[src/rtl/adc_conv_arbiter.sv]
// adc_conv_arbiter: round-robin arbiter and sequencer that shares one SAR ADC
// macro (sample/hold, channel mux, 10-bit DAC, comparator) between NREQ requesters.
// Optional build macro ADC_AVG_EN: each grant runs 4 sample+convert passes and
// returns the truncated average of the four codes.
module adc_conv_arbiter #(
  parameter int unsigned NREQ   = 4,
  parameter int unsigned SETTLE = 1
) (
  input  logic              HCLK,
  input  logic              HRESETn,
  input  logic              enable,
  input  logic [7:0]        sample_cycles,
  input  logic [NREQ-1:0]   req,
  input  logic [3*NREQ-1:0] req_ch,
  output logic [NREQ-1:0]   gnt,
  output logic [NREQ-1:0]   done,
  output logic [9:0]        result,
  output logic              en,
  output logic              dac_rst,
  output logic              sample_n,
  output logic [2:0]        ch_sel_out,
  output logic [9:0]        adc_data,
  input  logic              cmp
);

  localparam int unsigned IW         = (NREQ > 1) ? $clog2(NREQ) : 1;
  localparam logic [7:0]  SETTLE_CNT = 8'(SETTLE);

  typedef enum logic [2:0] {StIdle, StArb, StSample, StConv, StDone} state_e;

  state_e            state_q, state_d;
  logic [IW-1:0]     rr_q, rr_d;
  logic [IW-1:0]     gidx_q, gidx_d;
  logic [NREQ-1:0]   gnt_q, gnt_d;
  logic [NREQ-1:0]   done_q, done_d;
  logic [9:0]        result_q, result_d;
  logic [2:0]        ch_q, ch_d;
  logic [9:0]        code_q, code_d;
  logic [3:0]        bit_q, bit_d;
  logic [7:0]        cnt_q, cnt_d;
  logic              en_q;
`ifdef ADC_AVG_EN
  logic [1:0]        pass_q, pass_d;
  logic [11:0]       acc_q, acc_d;
`endif

  logic              sel_found;
  logic [IW-1:0]     sel_idx;
  int unsigned       idx;
  logic [IW-1:0]     rr_next;
  logic [7:0]        sample_load;
  logic              abort;

  // Round-robin pick: first set req at or after the pointer, wrapping.
  always_comb begin
    sel_found = 1'b0;
    sel_idx   = '0;
    idx       = 0;
    for (int unsigned k = 0; k < NREQ; k++) begin
      idx = 32'(rr_q) + k;
      if (idx >= NREQ) idx = idx - NREQ;
      if (!sel_found && req[IW'(idx)]) begin
        sel_found = 1'b1;
        sel_idx   = IW'(idx);
      end
    end
  end

  assign rr_next     = (gidx_q == IW'(NREQ - 1)) ? '0 : gidx_q + 1'b1;
  assign sample_load = (sample_cycles == 8'd0) ? 8'd0 : sample_cycles - 8'd1;
  // Losing the grantee's request or the block enable kills the conversion.
  assign abort       = !enable || !req[gidx_q];

  // Next-state logic for the sequencer and its datapath registers.
  always_comb begin
    state_d  = state_q;
    rr_d     = rr_q;
    gidx_d   = gidx_q;
    gnt_d    = gnt_q;
    done_d   = '0;
    result_d = result_q;
    ch_d     = ch_q;
    code_d   = code_q;
    bit_d    = bit_q;
    cnt_d    = cnt_q;
`ifdef ADC_AVG_EN
    pass_d   = pass_q;
    acc_d    = acc_q;
`endif
    unique case (state_q)
      StIdle: begin
        if (enable && |req) state_d = StArb;
      end
      StArb: begin
        if (!enable || !sel_found) begin
          state_d = StIdle;
        end else begin
          gidx_d          = sel_idx;
          gnt_d           = '0;
          gnt_d[sel_idx]  = 1'b1;
          ch_d            = req_ch[3*int'(sel_idx) +: 3];
          cnt_d           = sample_load;
          state_d         = StSample;
`ifdef ADC_AVG_EN
          pass_d          = 2'd0;
          acc_d           = 12'd0;
`endif
        end
      end
      StSample: begin
        if (abort) begin
          state_d = StIdle;
          gnt_d   = '0;
          rr_d    = rr_next;
        end else if (cnt_q == 8'd0) begin
          code_d  = 10'h200;
          bit_d   = 4'd9;
          state_d = StConv;
        end else begin
          cnt_d = cnt_q - 8'd1;
        end
      end
      StConv: begin
        if (abort) begin
          state_d = StIdle;
          gnt_d   = '0;
          rr_d    = rr_next;
        end else if (cnt_q == SETTLE_CNT) begin
          cnt_d = 8'd0;
          if (!cmp) code_d[bit_q] = 1'b0;
          if (bit_q != 4'd0) begin
            code_d[bit_q - 4'd1] = 1'b1;
            bit_d                = bit_q - 4'd1;
          end else begin
`ifdef ADC_AVG_EN
            acc_d = acc_q + {2'b00, code_d};
            if (pass_q == 2'd3) begin
              state_d = StDone;
            end else begin
              pass_d  = pass_q + 2'd1;
              cnt_d   = sample_load;
              state_d = StSample;
            end
`else
            state_d = StDone;
`endif
          end
        end else begin
          cnt_d = cnt_q + 8'd1;
        end
      end
      StDone: begin
        state_d = StIdle;
        gnt_d   = '0;
        rr_d    = rr_next;
        if (enable) begin
`ifdef ADC_AVG_EN
          result_d = acc_q[11:2];
`else
          result_d = code_q;
`endif
          done_d[gidx_q] = 1'b1;
        end
      end
      default: state_d = StIdle;
    endcase
  end

  // State and datapath registers; reset is asynchronous and active-high.
  always_ff @(posedge HCLK or posedge HRESETn) begin
    if (HRESETn) begin
      state_q  <= StIdle;
      rr_q     <= '0;
      gidx_q   <= '0;
      gnt_q    <= '0;
      done_q   <= '0;
      result_q <= '0;
      ch_q     <= '0;
      code_q   <= '0;
      bit_q    <= '0;
      cnt_q    <= '0;
      en_q     <= 1'b0;
`ifdef ADC_AVG_EN
      pass_q   <= '0;
      acc_q    <= '0;
`endif
    end else begin
      state_q  <= state_d;
      rr_q     <= rr_d;
      gidx_q   <= gidx_d;
      gnt_q    <= gnt_d;
      done_q   <= done_d;
      result_q <= result_d;
      ch_q     <= ch_d;
      code_q   <= code_d;
      bit_q    <= bit_d;
      cnt_q    <= cnt_d;
      en_q     <= enable;
`ifdef ADC_AVG_EN
      pass_q   <= pass_d;
      acc_q    <= acc_d;
`endif
    end
  end

  // Analog control pins decode directly from state so reset forces them at once.
  always_comb begin
    sample_n = (state_q != StSample);
    dac_rst  = !((state_q == StSample) || (state_q == StConv));
  end

  assign gnt        = gnt_q;
  assign done       = done_q;
  assign result     = result_q;
  assign en         = en_q;
  assign ch_sel_out = ch_q;
  assign adc_data   = code_q;

endmodule

[config.mk]
export PLATFORM = sky130hd
export DESIGN_NAME = adc_conv_arbiter
export DESIGN_NICKNAME = d
export VERILOG_FILES = /design/src/rtl/adc_conv_arbiter.sv
export SDC_FILE = /design/constraint.sdc
export NUM_CORES = 1
export LEC_CHECK = 0
export BUFFER_PORTS_ARGS = -buffer_cell sky130_fd_sc_hd__buf_2
export CAP_MARGIN = 15
export CORE_MARGIN = 2
export CORE_UTILIZATION = 60
export DETAILED_ROUTE_END_ITERATION = 7
export GPL_ROUTABILITY_DRIVEN = 0
export PLACE_DENSITY = 0.93
export SLEW_MARGIN = 40
export SYNTH_ARGS = -nofsm -noshare
export SYNTH_HDL_FRONTEND = slang
export SYNTH_SLANG_ARGS = --single-unit
[constraint.sdc]
create_clock -name HCLK -period 4.04 [get_ports HCLK]
set_input_delay 0.202 -clock HCLK [delete_from_list [all_inputs] [get_ports HCLK]]
set_output_delay 0.202 -clock HCLK [all_outputs]
set_load 0.05 [all_outputs]
==> results.txt <==
----------------------------------------------------
[Outcome]
  Result of the run ... complete, but fails checks
  Violations in the final reports ... hold timing

[Routing]
  Wire length per cell ... 15.6 um
  Ratio of routed vias to standard cells ... 6.24
  Detailed Routing Iterations Pass 1 ... 5
  Via count ... 2939
  Total wire length ... 7360 um
  Initial detailed-routing violation count ... 219
  Count of nets left with antenna violations after detail routing ... 0
  Detailed-route DRC error count ... 0

[Synth]
  Sequential share of the synthesized area ... 0.387
  Synth Area in Simple Gates ... 0.205
  Share of async-settable or async-resettable flops after synthesis ... 1.00
  Post-Synth Adder-Cell Area ... 0.0532
  Gate Count Post-Synth ... 349
  Largest family of logic cells by synthesized area ... compound AO/OA/AOI/OAI gates
  Netlist area before placement ... 3300 um^2
  Number of warnings printed during yosys synthesis ... 0
  Number of nets in the synthesized netlist ... 391
  Distinct cell type count of the synthesized netlist ... 69
  Multiplexer share of the synthesized area ... 0.0695
  Post-synth EDFFs ... 0
  Post-synthesis xor/xnor area fraction ... 0.0133
  Complex-gate fraction of the synthesized area ... 0.227
  Number of storage elements in the synthesis netlist ... 51
  Mapped Avg Cell Area ... 9.44 um^2
  Flip-flop cell with the highest count after synthesis ... dfrtp_1

[Clock network]
  Resize count post-CTS ... 0
  Number of sinks driven by the clock tree ... 51
  TritonCTS Buffers ... 5
  TritonCTS clock tree ... yes
  Post-CTS Hold Fix Bufs ... 0
  Post-CTS Repair Setup Buffers ... 0
  Root buf cell ... clkbuf_8
  Number of buffers on the longest clock path ... 2
  CTS H-tree lvls ... 2
  Insertion delay of the later-clocked pin in the worst-skew pair ... 0.30 ns
  Clock slew seen by the registers of the worst setup and hold paths ... 0.09 ns

[Worst setup path]
  Slowest stage cell, crit path ... dfrtp_1
  Worst Setup End Kind ... flop
  Data arrival time at the worst-slack endpoint ... 2.88 ns
  Max FO, Critical Path ... 22
  CP cell instances ... nor2b_1 -> nand4bb_1 -> o21ai_2 -> o41ai_1 -> o32a_1
  Crit-path max cell delay ... 0.77 ns
  Data required time of the critical path ... 4.23 ns
  Worst Setup Path Type ... reg2reg
  Kind of start point of the critical path ... flop

[Placed design]
  Final HPWL DP ... 5350 um
  Placed Instances ... 463
  Area post-placement ... 3610 um^2
  I/O Buffers ... 61

[Timing]
  Hold Violations, Final ... 51
  Pins over their slew limit ... 0
  Hold_ws ... -0.0243 ns
  Tcrit/Tclk final ... 0.666
  Post-layout minimum cycle time ... 2.69 ns
  Post-Route Setup TNS ... 0 ns
  Unrepaired setup endpoints after global routing ... false
  Fmax ... 0.372 GHz
  Clk_skew ... 0.00746 ns
  Number of setup violations in the final report ... 0
  Transition time at the pin with the least slew margin ... 0.719 ns
  Max transition margin ... 0.516

[Floorplanning]
  Cell row count ... 26
  Chip Height ... 78.1 um
  Starting utilization of the core area ... 0.633
  Area enclosed by the die boundary ... 6100 um^2
  Die Wd ... 78.1 um
  Core area ... 5200 um^2
  # IOs ... 62

[Power]
  Power share of the clock group ... 0.162
  Part of the power in combinational logic ... 0.466
  Relative contribution of sequential cells to total power ... 0.372
  Worst vdd ir ... 0.000340 V
  Switching power summed over all nets ... 1.04 mW
  Cell area power density ... 606 nW/um^2
  Cell leakage power ... 1.79 nW
  Sw Ratio ... 0.461
  Internal portion of total power ... 1.22 mW

[Flow run]
  Maximum Capacitance Violations ... 0

[GRT]
  Initial antenna violation count ... 0
  Remaining global-route overflow ... 0
  Via count of the first global-routing pass ... 2713
  Global-route usage over all layers ... 0.243
  Pin count of the biggest net entering global routing ... 52
  Wire length of the first global-routing pass ... 12200 um

[Layout]
  Antenna cell count ... 0
  Share of cells above drive strength 1 ... 0.257
  Filler cells ... 385
  Final std cells w/o fill ... 471
  Area used by multi-input combinational logic ... 1870 um^2
  Layout overhead on the synthesized area ... 13.0%
  Most common library cell in the layout ignoring fill and taps ... buf_2
  Post-route design area ... 3720 um^2
  Footprint of the flip-flops and latches ... 1280 um^2
  Commonest non-fill, non-tap cells in the layout ... buf_2 (61), dfrtp_1 (51), nand2_1 (29)
  Post-layout nets ... 442

[Hold path]
  Worst min-delay path category ... in2async

----------------------------------------------------
==> worst paths after layout <==
kind                       startpoint         to  slack [ns]  depth (start not counted)
setup / recovery           state_q[0]   cnt_q[6]        1.35                          5
hold / removal                HRESETn    done[3]       -0.02                          2
setup reg to reg           state_q[0]   cnt_q[6]        1.35                          5
hold reg to reg             result[8]  result[8]        0.51                          1
max in group asynchronous     HRESETn  result[8]        3.66                          2
min in group HCLK              enable         en        0.07                          1
==> per-layer routing <==
layer / vias up / wire length (um) / share of wire / track usage
met5: - / 0 / 0 / 0
met4: 0 / 195 / 0.026 / 0.100
met3: 22 / 398 / 0.054 / 0.0310
met2: 137 / 3730 / 0.51 / 0.423
met1: 1387 / 3040 / 0.41 / 0.306
li1: 1393 / - / - / -
==> cell families (layout without fill, tap and decap cells) <==
group                      Yosys count  count (layout)
AOI/OAI and AO/OA                  107             107
xor gates and xnor gates             5               5
adders and majority gates           14              14
buffers and inverters               34              86
DFF                                 51              51
muxes                               20              20
and+or+nand+nor                    118             118
==> layout make-up <==
class	count	share of cell area
tap	70	0.0235
clock inverter	2	0.00941
timing repair buffer	61	0.0820
clock buffer	6	0.0222
sequential	51	0.343
inverter	17	0.0178
multi-input combinational	264	0.503
==> cell usage after synthesis, types with 3 or more instances <==
library cell | instances | share of area
a211o_1 | 5 | 0.013
a21o_1 | 4 | 0.0091
a21oi_1 | 22 | 0.033
a22o_1 | 3 | 0.0080
a32o_1 | 4 | 0.012
and2_1 | 9 | 0.017
and3_1 | 3 | 0.0057
buf_2 | 7 | 0.011
clkbuf_1 | 8 | 0.0091
dfrtp_1 | 51 | 0.39
ha_1 | 14 | 0.053
inv_1 | 16 | 0.018
mux2_2 | 12 | 0.041
mux2i_1 | 6 | 0.018
nand2_1 | 29 | 0.033
nand2b_1 | 3 | 0.0057
nand3_1 | 8 | 0.012
nor2_1 | 18 | 0.020
nor2b_1 | 8 | 0.015
nor3_1 | 7 | 0.011
nor3b_1 | 5 | 0.011
nor4_1 | 5 | 0.0095
o211ai_1 | 4 | 0.0091
o21ai_0 | 19 | 0.029
o21ai_1 | 3 | 0.0046
o221ai_1 | 4 | 0.011
o22ai_1 | 5 | 0.0095
o31ai_1 | 5 | 0.011
or4_1 | 3 | 0.0068
xnor2_1 | 3 | 0.0080
==> per-stage QoR <==
| step | utilization | power, mW | hold slack (ns) | setup WS [ns] |
|---|---|---|---|---|
| after floorplan | - | 1.65 | 0.233 | 1.92 |
| after global placement | 0.693 | 1.84 | 0.380 | 1.55 |
| after detailed placement | 0.693 | 1.88 | 0.320 | 1.42 |
| after CTS | 0.716 | 2.25 | 0.00445 | 1.40 |
| after global routing | 0.716 | 2.40 | 0.0263 | 1.14 |
| final | 0.716 | 2.26 | -0.0243 | 1.35 |
==> power groups by stage <==
| stage | registers, mW | clock network (mW) | logic (mW) |
|---|---|---|---|
| global route | 0.866 | 0.392 | 1.14 |
| floorplan | 0.874 | 0 | 0.776 |
| finish | 0.841 | 0.365 | 1.05 |
| detailed placement | 0.845 | 0 | 1.03 |
| CTS | 0.834 | 0.368 | 1.04 |
| global placement | 0.838 | 0 | 1.00 |
==> flip-flops by register name, indices dropped and copies added (netlist names), 2 cells and up <==
register / flops
bit_q: 4
state_q: 3
gidx_q: 2
rr_q: 2
gnt: 4
ch_sel_out: 3
result: 10
done: 4
adc_data: 10
cnt_q: 8
==> critical path: cells and delay by family, from the launching register on <==
family	cells	cell delay, ns
AO/OA/AOI/OAI	3	1.04
flip-flops	1	0.77
AND/OR/NAND/NOR	2	0.77
No activity file was read; power rests on OpenSTA's default activity.
